[src/rtl/mem_buff_drain.sv]
// rtl/mem_buff_drain.sv - walks the FFT sample buffer 0..DEPTH-1 and streams each sample out in order
module mem_buff_drain #(
    parameter int DATA_W = 16,
    parameter int ADDR_W = 10,
    parameter int DEPTH  = 512
) (
    input  logic              clk,
    input  logic              n_rst,
    input  logic              start,
    output logic              sram_read_ena,
    output logic [ADDR_W-1:0] address,
    input  logic [DATA_W-1:0] sample,
    output logic [DATA_W-1:0] out_data,
    output logic              out_valid,
    input  logic              out_ready,
    output logic              out_last,
    output logic              busy,
    output logic              done
);

    typedef enum logic [2:0] {
        IDLE,
        READ,
        WAIT,
        HOLD,
        DONE
    } state_t;

    // Final index found by compare, so DEPTH == 2**ADDR_W never needs the counter to wrap.
    localparam logic [ADDR_W-1:0] LAST_IDX = ADDR_W'(DEPTH - 1);

    state_t            state;
    state_t            state_nxt;
    logic [ADDR_W-1:0] cnt;
    logic [ADDR_W-1:0] cnt_nxt;
    logic [ADDR_W-1:0] address_nxt;
    logic [DATA_W-1:0] out_data_nxt;
    logic              read_ena_nxt;
    logic              out_valid_nxt;
    logic              out_last_nxt;
    logic              busy_nxt;
    logic              done_nxt;
    logic              at_last;

    assign at_last = (cnt == LAST_IDX);

    always_ff @(posedge clk or negedge n_rst) begin
        if (!n_rst) begin
            state         <= IDLE;
            cnt           <= '0;
            sram_read_ena <= 1'b0;
            address       <= '0;
            out_data      <= '0;
            out_valid     <= 1'b0;
            out_last      <= 1'b0;
            busy          <= 1'b0;
            done          <= 1'b0;
        end else begin
            state         <= state_nxt;
            cnt           <= cnt_nxt;
            sram_read_ena <= read_ena_nxt;
            address       <= address_nxt;
            out_data      <= out_data_nxt;
            out_valid     <= out_valid_nxt;
            out_last      <= out_last_nxt;
            busy          <= busy_nxt;
            done          <= done_nxt;
        end
    end

    // Every output is computed one state ahead so it lands registered in the state it belongs to.
    always_comb begin
        state_nxt     = state;
        cnt_nxt       = cnt;
        address_nxt   = address;
        out_data_nxt  = out_data;
        read_ena_nxt  = 1'b0;
        out_valid_nxt = out_valid;
        out_last_nxt  = out_last;
        busy_nxt      = busy;
        done_nxt      = 1'b0;

        case (state)
            IDLE: begin
                if (start) begin
                    state_nxt    = READ;
                    cnt_nxt      = '0;
                    address_nxt  = '0;
                    read_ena_nxt = 1'b1;
                    busy_nxt     = 1'b1;
                end
            end
            READ: begin
                state_nxt = WAIT;
            end
            WAIT: begin
                state_nxt     = HOLD;
                out_data_nxt  = sample;
                out_valid_nxt = 1'b1;
                out_last_nxt  = at_last;
            end
            HOLD: begin
                if (out_ready) begin
                    out_valid_nxt = 1'b0;
                    out_last_nxt  = 1'b0;
                    if (at_last) begin
                        state_nxt = DONE;
                    end else begin
                        state_nxt    = READ;
                        cnt_nxt      = cnt + 1'b1;
                        address_nxt  = cnt + 1'b1;
                        read_ena_nxt = 1'b1;
                    end
                end
            end
            DONE: begin
                state_nxt = IDLE;
                done_nxt  = 1'b1;
                busy_nxt  = 1'b0;
            end
            default: begin
                state_nxt = IDLE;
            end
        endcase
    end

endmodule

[config.mk]
export PLATFORM = sky130hd
export DESIGN_NAME = mem_buff_drain
export DESIGN_NICKNAME = d
export VERILOG_FILES = /design/src/rtl/mem_buff_drain.sv
export SDC_FILE = /design/constraint.sdc
export NUM_CORES = 1
export LEC_CHECK = 0
export BUFFER_PORTS_ARGS = -buffer_cell sky130_fd_sc_hd__buf_2
export CORE_AREA = 2 2 65 67
export CTS_CLUSTER_SIZE = 16
export DETAILED_ROUTE_END_ITERATION = 12
export DIE_AREA = 0 0 67 69
export GPL_TIMING_DRIVEN = 0
export HOLD_SLACK_MARGIN = 0.02
export PLACE_DENSITY = 0.75
export SKIP_LAST_GASP = 1
export SLEW_MARGIN = 20
export SYNTH_ARGS = -nofsm -noshare
export SYNTH_HDL_FRONTEND = slang
export SYNTH_SLANG_ARGS = --single-unit
[constraint.sdc]
create_clock -name clk -period 2.4 [get_ports clk]
set_clock_uncertainty 0.2 [all_clocks]
set_input_delay 0.48 -clock clk [delete_from_list [all_inputs] [get_ports clk]]
set_output_delay 0.48 -clock clk [all_outputs]
set_load 0.05 [all_outputs]
==> results.cfg <==
[outcome]
run_status = finished, final reports clean

[sta]
relSlewSlack_pct = 51.2
hold_violations = 0
fmax_mhz = 504
final_max_slew_viol_count = 0
grt_setup_unrepaired = false
post-route-period-util_pct = 82.7
min_period_ns = 1.98
setup_viol = 0
post-route-worst-setup-slack_ns = 0.416
fin_setup_tns_ns = 0
tightest_slew_ns = 0.732

[worst_setup_path]
slowest_stage = dfrtp_1
end_kind = register
cpPeakStageDelay_ns = 0.43
timing.rr.start = cnt[0]
r2r-end = cnt[3]
startpoint_type = register
cp_data_required_time_ns = 2.36
crit_arrival_ns = 1.95
r2r_setup_slack_ns = 0.42
worstPathCellList = ha_1 > and3_1 > a31o_1 > and2_1 > buf_6 > a211o_1
r2r_cells = 6
path_class = reg2reg
cp_max_fo = 7

[yosys]
ys_seq_area_share_pct = 57.0
yosysTopAreaCell = dfrtp_1
syn_avg_cell_area_um2 = 12.1
synth_ff_type = dfrtp_1
synth_top_area_share_pct = 57.0
yosysUniqueCellTypes = 34
ys_top_cells_by_area = dfrtp_1, mux2_2, nand3_1, and3_1, a211o_1
syn_inst = 123
synthesis.area_mm2 = 0.00149
syn_nets = 144
synthArstFlopShare_pct = 100
ys.warnings.count = 0
synth-edff-count = 0
synth-seq-cells = 34

[global_routing]
met2_usage_pct = 22.6
grt_max_degree = 35
met3_usage_pct = 5.22
grt_first_pass_wirelength_um = 5180
grt.total_usage_pct = 14.5
grt_pass1_vias = 1201
antenna_found_initial = 0
grtUsageMet1_pct = 17.8
gr-total-overflow = 0
busiest_layer = met2

[final_layout]
fillerInstances = 401
antenna_cells = 0
syn_to_final_growth_pct = 27.1
ff_latch_area_um2 = 851
final_net_count = 201
utilization_pct = 48.5
fin_area_mm2 = 0.00190
multi_input_area_um2 = 592
layout-drive-gt1-share_pct = 43.6

[clocking]
cts_num_sinks = 34
cts_setup_buffers = 0
clockRootBuffer = clkbuf_8
numCtsBuffers = 5
tritoncts = done
ctsHoldBuffers = 0
clk_path_buf_depth = 2
cts_resized = 0
clkTransAtPathRegs_ns = 0.07
clk_latency_ns = 0.28
htreeDepth = 2

[floorplan]
dieArea_mm2 = 0.00462
rows = 23
start_util_pct = 38.1
die_x_um = 67
coreArea_mm2 = 0.00391
die_y_um = 69
pin_count = 51

[placed_design]
port_buffers = 50
pre_cts_ws_ns = 0.433
postPlaceCellArea_mm2 = 0.00181
hpwl_um = 2160
gp_congestion = 0.771

[worst_hold_path]
min_path_type = in2async

[routing]
first_pass_iters = 4
vias = 1153
drt.antenna.violating_nets = 0
routedWlPerCell_um = 12.7
initialDrtViolationCount = 36
drc_errors = 0
vias_per_cell = 4.99
finalWirelength_um = 2940

[power]
switching_share_pct = 49.1
p_switching_uw = 1460
p_int_uw = 1510
p_per_area_mw_per_mm2 = 1570
pwr-share-comb_pct = 53.1
power.leakage_uw = 0.000967
seqPwrFrac_pct = 32.7
ir_drop_uv = 950
power.share.clock_pct = 14.2

[run]
maxCapViolations = 0
[metrics by stage]
stage / std cells / total power, uW / hold slack (ns)
6_report: 231 / 2970 / 0.0579
5_1_grt: 231 / 3160 / 0.118
4_1_cts: 231 / 3010 / 0.0811
3_5_place_dp: 223 / 2570 / 0.265
3_3_place_gp: 223 / 2550 / 0.255
2_1_floorplan: 123 / 2210 / -0.0156
[critical path: cells and delay by family (launching register included)]
kind | cells | cell delay (ns)
compound gates | 2 | 0.47
buf+inv | 1 | 0.13
flops | 1 | 0.43
fa+ha+maj | 1 | 0.26
simple gates | 2 | 0.39
[flip-flops by register name, indices dropped and copies added, names as in the netlist]
register	flops
state	3
out_last	1
done	1
out_valid	1
sram_read_ena	1
busy	1
out_data	16
cnt	10
[final cells by class]
type	instances	share of cell area (%)
inverter	5	0.989
buffer	4	1.65
clock inverter	1	0.264
sequential	34	44.9
multi-input combinational	80	31.2
tap	50	3.30
timing repair buffer	50	13.2
clock buffer	7	4.55
[cells by family (layout without fill, tap and decap cells)]
logic type               count (synthesis)  after routing  share of synthesized area [%]
buffers and inverters                    9             67                           3.35
adder cells (fa/ha/maj)                  1              1                          0.838
XOR/XNOR                                 1              1                          0.587
flip-flops                              34             34                           57.0
AND/OR/NAND/NOR                         40             40                           16.1
AO/OA/AOI/OAI                           22             22                           10.1
multiplexers                            16             16                           12.1
[power by group through the flow]
stage / clock network [uW] / registers, uW / logic, uW
6_report: 422 / 974 / 1580
5_1_grt: 466 / 1020 / 1680
4_1_cts: 439 / 974 / 1590
3_5_place_dp: 0 / 982 / 1590
3_3_place_gp: 0 / 976 / 1570
2_1_floorplan: 0 / 1710 / 506
[Yosys cell counts, types with 2 or more instances]
master	count
and4_1	2
inv_1	5
mux2_2	16
nor2_1	2
nor2b_1	2
a21o_1	3
nor3_1	4
dfrtp_1	34
nand3_1	8
nand4_1	3
nand2_1	4
a211o_1	4
a21oi_1	4
o21ai_0	5
buf_4	2
and3_1	6
and2_1	2
[placed cells by master (no fill, tap or decap), types with 2 or more instances in the layout]
cell type and count:
buf_4 2, clkbuf_8 6, a21oi_1 4, mux2_2 16, o21ai_0 5, nand3_1 8, nor2_1 2, and2_1 2
nand4_1 3, nand2_1 4, and3_1 6, nor3_1 4, a21o_1 3, buf_2 51, and4_1 2, nor2b_1 2
inv_1 5, a211o_1 4, dfrtp_1 34
[how the worst max path moves through the flow]
stage | start | to | slack [ns] | cells past startpoint
global route | cnt[0] | cnt[3] | 0.32 | 6
global placement | cnt[0] | cnt[9] | 0.43 | 6
CTS | cnt[0] | cnt[3] | 0.42 | 6
floorplan | cnt[0] | cnt[2] | 0.25 | 6
finish | cnt[0] | cnt[3] | 0.42 | 6
detailed placement | cnt[0] | cnt[3] | 0.43 | 6
[routing by layer]
metal	vias up	part of all wire, %
met5	-	0
met4	0	1.5
met3	5	8.0
met2	38	45
met1	545	45
li1	565	-
No activity file was read; power rests on OpenSTA's default activity.
